`src/rtl/dvicmd_sched.sv`:
```
// LED-panel DVI command scheduler: arbitrates DVI / host / default command sources and drives the wdt_clr heartbeat.
// Optional host port and S_HOST ownership are built only when DVICMD_HOST_EN is defined.
module dvicmd_sched #(
  parameter int unsigned      CMD_W           = 16,
  parameter int unsigned      STABLE_TICKS    = 6000,
  parameter int unsigned      HOST_HOLD_TICKS = 20000,
  parameter int unsigned      HB_TICKS        = 1000,
  parameter logic [CMD_W-1:0] DEFAULT_CMD     = '0
) (
  input  logic             clkwdt,
  input  logic             rst,
  input  logic [CMD_W-1:0] dvi_cmd,
  input  logic             dvi_lock,
  input  logic             host_req,
  input  logic [CMD_W-1:0] host_cmd,
  input  logic             host_rel,
  output logic             host_ack,
  output logic [CMD_W-1:0] cmd_out,
  output logic [1:0]       cmd_src,
  output logic             cmd_upd,
  output logic             wdt_clr
);

  typedef enum logic [1:0] {
    S_DEF  = 2'd0,
    S_DVI  = 2'd1,
    S_HOST = 2'd2
  } state_e;

  localparam logic [15:0] STAB_MAX = 16'(STABLE_TICKS);
  localparam logic [15:0] HB_LAST  = 16'(HB_TICKS - 1);

  state_e           state_q, state_d;
  logic [CMD_W-1:0] dvi_q, dvi_d;
  logic [15:0]      stab_q, stab_d;
  logic [CMD_W-1:0] cmd_q, cmd_d;
  logic             upd_q, upd_d;
  logic             wdt_q, wdt_d;
  logic [15:0]      hb_q, hb_d;

  logic             dvi_ok_s;
  logic             host_acc_s;
  logic             host_exit_s;
  logic [CMD_W-1:0] host_cmd_s;

`ifdef DVICMD_HOST_EN
  localparam logic [15:0] HOLD_INIT = 16'(HOST_HOLD_TICKS);

  logic        ack_q, ack_d;
  logic [15:0] hold_q, hold_d;

  // A request seen in the cycle right after an ack is the tail of the same handshake.
  assign host_acc_s  = host_req & ~ack_q;
  assign host_exit_s = host_rel | (hold_q == 16'd0);
  assign host_cmd_s  = host_cmd;
  assign host_ack    = ack_q;

  always_comb begin
    ack_d  = host_acc_s;
    hold_d = hold_q;
    if (host_acc_s) begin
      hold_d = HOLD_INIT;
    end else if ((state_q == S_HOST) && (hold_q != 16'd0)) begin
      hold_d = hold_q - 16'd1;
    end else begin
      hold_d = hold_q;
    end
  end

  always_ff @(posedge clkwdt or negedge rst) begin
    if (!rst) begin
      ack_q  <= 1'b0;
      hold_q <= 16'd0;
    end else begin
      ack_q  <= ack_d;
      hold_q <= hold_d;
    end
  end
`else
  logic unused_host_s;

  assign host_acc_s    = 1'b0;
  assign host_exit_s   = 1'b1;
  assign host_cmd_s    = DEFAULT_CMD;
  assign host_ack      = 1'b0;
  assign unused_host_s = ^{host_req, host_cmd, host_rel};
`endif

  // Stability filter: count consecutive identical samples while the link is locked.
  always_comb begin
    dvi_d = dvi_cmd;
    if (!dvi_lock || (dvi_cmd != dvi_q)) begin
      stab_d = 16'd0;
    end else if (stab_q == STAB_MAX) begin
      stab_d = stab_q;
    end else begin
      stab_d = stab_q + 16'd1;
    end
  end

  assign dvi_ok_s = (stab_q == STAB_MAX) & dvi_lock;

  always_comb begin
    state_d = state_q;
    case (state_q)
      S_DEF: begin
        if (host_acc_s)    state_d = S_HOST;
        else if (dvi_ok_s) state_d = S_DVI;
        else               state_d = S_DEF;
      end
      S_DVI: begin
        if (host_acc_s)     state_d = S_HOST;
        else if (!dvi_lock) state_d = S_DEF;
        else                state_d = S_DVI;
      end
      S_HOST: begin
        if (host_acc_s)       state_d = S_HOST;
        else if (host_exit_s) state_d = dvi_ok_s ? S_DVI : S_DEF;
        else                  state_d = S_HOST;
      end
      default: state_d = S_DEF;
    endcase
  end

  always_comb begin
    cmd_d = cmd_q;
    case (state_q)
      S_DEF: begin
        if (host_acc_s)    cmd_d = host_cmd_s;
        else if (dvi_ok_s) cmd_d = dvi_q;
        else               cmd_d = cmd_q;
      end
      S_DVI: begin
        if (host_acc_s)                         cmd_d = host_cmd_s;
        else if (!dvi_lock)                     cmd_d = DEFAULT_CMD;
        else if (dvi_ok_s && (dvi_q != cmd_q))  cmd_d = dvi_q;
        else                                    cmd_d = cmd_q;
      end
      S_HOST: begin
        if (host_acc_s)       cmd_d = host_cmd_s;
        else if (host_exit_s) cmd_d = dvi_ok_s ? dvi_q : DEFAULT_CMD;
        else                  cmd_d = cmd_q;
      end
      default: cmd_d = DEFAULT_CMD;
    endcase
  end

  // Heartbeat only free-runs while a live source owns the output, so dot_wdt can expire in S_DEF.
  always_comb begin
    upd_d = (cmd_d != cmd_q);
    wdt_d = wdt_q;
    hb_d  = hb_q;
    if (upd_d || ((state_q != S_DEF) && (hb_q == HB_LAST))) begin
      wdt_d = ~wdt_q;
      hb_d  = 16'd0;
    end else if (state_q != S_DEF) begin
      wdt_d = wdt_q;
      hb_d  = hb_q + 16'd1;
    end else begin
      wdt_d = wdt_q;
      hb_d  = 16'd0;
    end
  end

  always_ff @(posedge clkwdt or negedge rst) begin
    if (!rst) begin
      state_q <= S_DEF;
      dvi_q   <= '0;
      stab_q  <= 16'd0;
      cmd_q   <= DEFAULT_CMD;
      upd_q   <= 1'b0;
      wdt_q   <= 1'b0;
      hb_q    <= 16'd0;
    end else begin
      state_q <= state_d;
      dvi_q   <= dvi_d;
      stab_q  <= stab_d;
      cmd_q   <= cmd_d;
      upd_q   <= upd_d;
      wdt_q   <= wdt_d;
      hb_q    <= hb_d;
    end
  end

  assign cmd_out = cmd_q;
  assign cmd_src = state_q;
  assign cmd_upd = upd_q;
  assign wdt_clr = wdt_q;

endmodule

```
`config.mk`:
```
export PLATFORM = sky130hd
export DESIGN_NAME = dvicmd_sched
export DESIGN_NICKNAME = d
export VERILOG_FILES = /design/src/rtl/dvicmd_sched.sv
export SDC_FILE = /design/constraint.sdc
export NUM_CORES = 1
export LEC_CHECK = 0
export BUFFER_PORTS_ARGS = -buffer_cell sky130_fd_sc_hd__buf_2
export CAP_MARGIN = 20
export CORE_MARGIN = 1.5
export CORE_UTILIZATION = 51
export DETAILED_ROUTE_END_ITERATION = 16
export MAX_ROUTING_LAYER = met4
export PLACE_DENSITY = 0.76
export SKIP_LAST_GASP = 1
export SLEW_MARGIN = 20
export SYNTH_ARGS = -nofsm -noshare
export SYNTH_HDL_FRONTEND = slang
export SYNTH_SLANG_ARGS = --single-unit
export TNS_END_PERCENT = 5
```
`constraint.sdc`:
```
create_clock -name clkwdt -period 2 [get_ports clkwdt]
set_input_delay 0.3 -clock clkwdt [delete_from_list [all_inputs] [get_ports clkwdt]]
set_output_delay 0.3 -clock clkwdt [all_outputs]
set_load 0.05 [all_outputs]
```
After elaboration in Yosys (flattened, before gate mapping) --
Cells that the tools add are included.
Storage, ports and cells: register bits after elaboration 68, logic and storage cells 39, input port bits 37, output and inout port bits 21
Operators by class: equality and inequality tests 8, add/sub/neg operators 2, bitwise operators 2, mux-type cells 12, reductions and logical operators 8
Operators with widths (count):
- $mux W16 | 8
- $ne A16 B16 Y1 | 3
- $pmux W16 S3 | 1
- $add A16 B1 Y16 const B | 2
- $eq A16 B10 Y1 const B | 1
- $eq A16 B13 Y1 const B | 1
- $eq A2 B1 Y1 const B | 1
- $eq A2 B2 Y1 const B | 1
- $logic_and A1 B1 Y1 | 2
- $logic_not A2 Y1 | 1
- $logic_or A1 B1 Y1 | 2
- $mux W1 | 2
- $ne A2 B2 Y1 const B | 1
- $pmux W1 S2 | 1
- $reduce_bool A2 Y1 | 1
- $reduce_or A2 Y1 | 1
- $and A1 B1 Y1 | 1
- $logic_not A1 Y1 | 1
- $not A1 Y1 | 1

Longest topological paths before layout --
word-level depth 9, depth in mapped cells 8

Least setup slack after synthesis --
No wires, ideal clock.
kind register to register, start point register cmd_q[7], in the netlist cmd_out[7], end point register hb_q[14], path slack -255 ps, cell stages (with the launch flop) 8, clock period less this slack 2255 ps, arrival 2172 ps, buffers on the path 1, data required time 1917 ps, cells stage by stage dfrtp_1 > xnor2_1 > nand2_1 > or4_4 > o311ai_4 > nand3_4 > buf_12 > nor3_4
On the way: cells in the longest elaborated chain, start to end 8, elaborated cells on any way between the ends 9, those cells by class 2 x eq/ne; 5 x mux; 2 x reduce/logical
RTL lines:
- start, declared | RTL line 36 | logic [CMD_W-1:0] cmd_q, cmd_d;
- start signal, assigned | RTL line 178 | cmd_q <= cmd_d;
- $ne A16 B16 Y1 | RTL line 136 | else if (dvi_ok_s && (dvi_q != cmd_q)) cmd_d = dvi_q;
- $logic_and A1 B1 Y1 | RTL line 136
- $mux W16 | RTL line 136
- $mux W16 | RTL line 135 | else if (!dvi_lock) cmd_d = DEFAULT_CMD;
- $pmux W16 S3 | RTL line 127 | case (state_q)
- $ne A16 B16 Y1 (*) | RTL line 150 | upd_d = (cmd_d != cmd_q);
- net upd_d | RTL line 37 | logic upd_q, upd_d;
- $logic_or A1 B1 Y1 (*) | RTL line 153 | if (upd_d || ((state_q != S_DEF) && (hb_q == HB_LAST))) begin
- $mux W16 (*) | RTL line 153
- net hb_d[14] | RTL line 39 | logic [15:0] hb_q, hb_d;
- end signal, assigned | RTL line 173 | hb_q <= 16'd0;
- end signal, assigned | RTL line 181 | hb_q <= hb_d;
- end, declared | RTL line 39
The timed path passes the listed nets; every way through them passes the cells marked *. A chain may end at the register's enable or synchronous reset.

Worst setup path after layout --
start point register dvi_q[8], end point register wdt_q, in the netlist wdt_clr
On the way: cells in the longest elaborated chain, start to end 7, elaborated cells on any way between the ends 9, those cells by class 2 x eq/ne; 5 x mux; 2 x reduce/logical
RTL lines:
- start, declared | RTL line 34 | logic [CMD_W-1:0] dvi_q, dvi_d;
- start signal, assigned | RTL line 176 | dvi_q <= dvi_d;
- $ne A16 B16 Y1 | RTL line 136
- $logic_and A1 B1 Y1 | RTL line 136
- $mux W16 | RTL line 136
- $mux W16 | RTL line 135
- $pmux W16 S3 (*) | RTL line 127
- $ne A16 B16 Y1 (*) | RTL line 150
- $logic_or A1 B1 Y1 (*) | RTL line 153
- end signal, assigned | RTL line 180 | wdt_q <= wdt_d;
- end, declared | RTL line 38 | logic wdt_q, wdt_d;
Mark *: on every way between the ends. The rest lies on a longest branch, timed or not.

==> impl_metrics.yaml <==
global_routing:
  grt_max_degree: 68
  antenna_found_initial: 0
  grt_pass1_vias: 2824
  grt_use_total: 0.236
  grt_pass1_wl_mm: 13.0
  grt_overflow: 0
timing:
  min_period_ps: 2150
  rsz0062_at_grt: "true"
  post-route-period-util: 1.07
  hold_violations: 0
  whs_ps: 86.9
  setup_violations: 18
  fin_ws_ps: -145
  finalClockSkew_ps: 9.51
  fmax_mhz: 466
  tns_ps: -1580
  drv_slew: 0
detailed_routing:
  viasPerCell: 5.38
  wl_per_cell_microns: 15.2
  drc: 1
  drt_iter0_drc: 171
  num_vias: 2798
  ant_nets: 0
  dr.pass1.iters: 11
  routed_wl_mm: 7.89
synthesis:
  muxShareOfSynthArea: 0.00289
  synth_adder_area_share: 0.0108
  synth_compound_area_frac: 0.0712
  syn-cell-area_sq_um: 3460
  ys.flop_type: "dfrtp_1"
  synth_simple_gate_area_frac: 0.248
  synth_xor_area_frac: 0.149
  ys_ff_latch: 67
  synth_top_family_by_area: "simple AND/OR/NAND/NOR gates"
  ys_seq_area_frac: 0.484
  synth_edf_count: 0
  yosysUniqueCellTypes: 50
  ys.warnings.count: 0
  synth_cells: 344
  avgSynthCellArea_sq_um: 10.1
  synthArstFlopShare: 1.00
worst_setup_path:
  r2r_cells: 8
  reg2reg_slack_ps: -150
  critPathSlowestCell: "or4_4"
  cpPeakStageDelay_ps: 510
  critPathLaunchType: "register"
  crit_type: "register to register"
  path_common_cell: "buf_4"
  r2r_end: "wdt_clr$_DFFE_PN0P_"
  r2r_start: "dvi_q[8]$_DFF_PN0_"
  path_cells: "xnor2_1 -> nand2_1 -> or4_4 -> o311ai_4 -> buf_4 -> buf_4 -> nand3_1 -> xor2_1"
  crit_start: "dvi_q[8]$_DFF_PN0_"
  critPathArrivalTime_ps: 2370
  critPathCapture: "wdt_clr$_DFFE_PN0P_"
  critical_path_required_ps: 2220
  crit_fanout: 3
  end_kind: "register"
cells_and_area:
  syn_to_final_growth_pct: 27.4
  fin_area_sq_um: 4410
  antenna_cells: 0
  fillCellCount: 473
  final_nets: 478
  fin_cells: 520
  drive_above_1_share: 0.316
clock_network:
  cts_sinks: 67
  clk_pin_slew_ps: 70
  cts_root_buffer: "clkbuf_8"
  insertion_delay_ps: 340
  cts_tree: "built"
  clock_path_buffers: 2
  htree_levels: 3
  numCtsBuffers: 9
placed_design:
  place_congestion: 0.835
  place_hpwl_mm: 5.48
  pre_cts_slack_ps: -238
  dp_cells: 500
  port_buffers: 37
  dpl_cell_area_sq_um: 4110
die:
  fp.dieH_microns: 85.4
  initial_core_util: 0.536
  die_x_microns: 85.4
  die_area_sq_um: 7290
  core_sq_um: 6460
  pin_count: 58
  row_count: 29
power_and_ir_drop:
  power_leakage_nw: 1.91
  peakVddDrop_mv: 0.346
  p_per_area_nw_per_um2: 603
run_status:
  violations: "design-rule violations, negative setup slack"
  outcome: "finished, violations left"
run:
  drv_cap: 0
worst_hold_path:
  hold_depth: 1
  hold_path_class: "input pin to register"
## through the flow
stage,util,total power [mW]
finish,0.683,2.66
global route,0.683,2.77
CTS,0.677,2.69
detailed placement,0.637,1.58
global placement,0.637,1.57
floorplan,-,1.48
## critical path: cells and delay by family, from the launching register on
kind	cells	cell delay [ps]
AOI/OAI and AO/OA	1	340
xor gates and xnor gates	2	330
buffers and inverters	2	260
DFF	1	420
and+or+nand+nor	3	690
## cell usage in the layout, fill, tap and decap left out, types with 9 or more instances in the layout
master     n
nand3_1   17
nor2_1    22
buf_2     37
clkbuf_8  10
dfrtp_2   10
o21ai_0   11
buf_4     52
xnor2_1   39
xor2_1    20
nor3_2     9
dfrtp_1   57
nor4_1     9
nand2_1   46
inv_1     12
## report_power, final
group	internal (mW)	total (mW)	switching, mW
logic	0.0775	0.172	0.0945
registers	1.37	1.39	0.0165
clock network	0.613	1.10	0.488
## kinds of logic (layout without fill, tap and decap cells)
kind of cell | count (synthesis) | after routing
simple gates | 157 | 157
flops | 67 | 67
xor+xnor | 59 | 59
compound gates | 33 | 33
buf+inv | 23 | 121
fa+ha+maj | 3 | 3
other cells | 1 | 2
mux | 1 | 1
## flip-flops by register name, indices dropped and copies added (netlist names)
signal	flops
cmd_out	16
dvi_q	16
hb_q	16
stab_q	16
cmd_src	1
cmd_upd	1
wdt_clr	1
## layout make-up
type / count / area [sq um] / share of cell area
flip-flops and latches: 67 / 1690 / 0.383
repair buffers: 93 / 646 / 0.146
inverters: 12 / 45.0 / 0.0102
clock inverters: 2 / 37.5 / 0.00851
well taps: 77 / 96.3 / 0.0218
clock buffers: 14 / 153 / 0.0346
multi-input cells: 255 / 1750 / 0.396
## timing repair
action | in CTS | in global routing
setup buffers | 2 | 1
hold buffers | 1 | 0
endpoints found under the setup margin | 19 | 35
hold endpoints to repair | 67 | 0
gates resized for setup | 5 | 5
pin swaps | 4 | 4
## worst min-delay path by stage
stage	from	endpoint	slack [ps]
after floorplan	rst	cmd_out[0]$_DFF_PN0_	4
after global placement	rst	dvi_q[9]$_DFF_PN0_	350
after detailed placement	rst	dvi_q[9]$_DFF_PN0_	350
after CTS	dvi_cmd[6]	dvi_q[6]$_DFF_PN0_	70
after global routing	dvi_cmd[13]	dvi_q[13]$_DFF_PN0_	60
final	dvi_cmd[5]	dvi_q[5]$_DFF_PN0_	90
## routing by layer
metal  up-vias  wire length (microns)  track usage
li1       1354                      -            -
met1      1362                   3660        0.307
met2        78                   3780        0.356
met3         4                    395       0.0700
met4         0                     56       0.0762
met5         -                      0            -
## cell usage after synthesis, types with 2 or more instances
library cell  count  share of area
clkbuf_1          5         0.0054
xor2_1           20          0.051
and3_1            8          0.014
dfrtp_1          67           0.48
xnor2_1          39          0.099
nand3b_1          2         0.0043
nor2b_1           8          0.014
o21ai_0          11          0.016
inv_1            12          0.013
nor3_1            8          0.012
nor2_2            2         0.0036
o21ai_1           6         0.0087
a41o_1            2         0.0058
nand2b_1          8          0.014
nand3_1          17          0.025
ha_1              3          0.011
nand4_1           8          0.014
buf_4             2         0.0043
nand2_1          46          0.050
nor3_2            5          0.014
buf_2             3         0.0043
nor4_1           10          0.018
nor2_1           22          0.024
a21oi_1           2         0.0029
o22ai_1           2         0.0036
or4_4             2         0.0065
(Power assumes the default switching activity.)
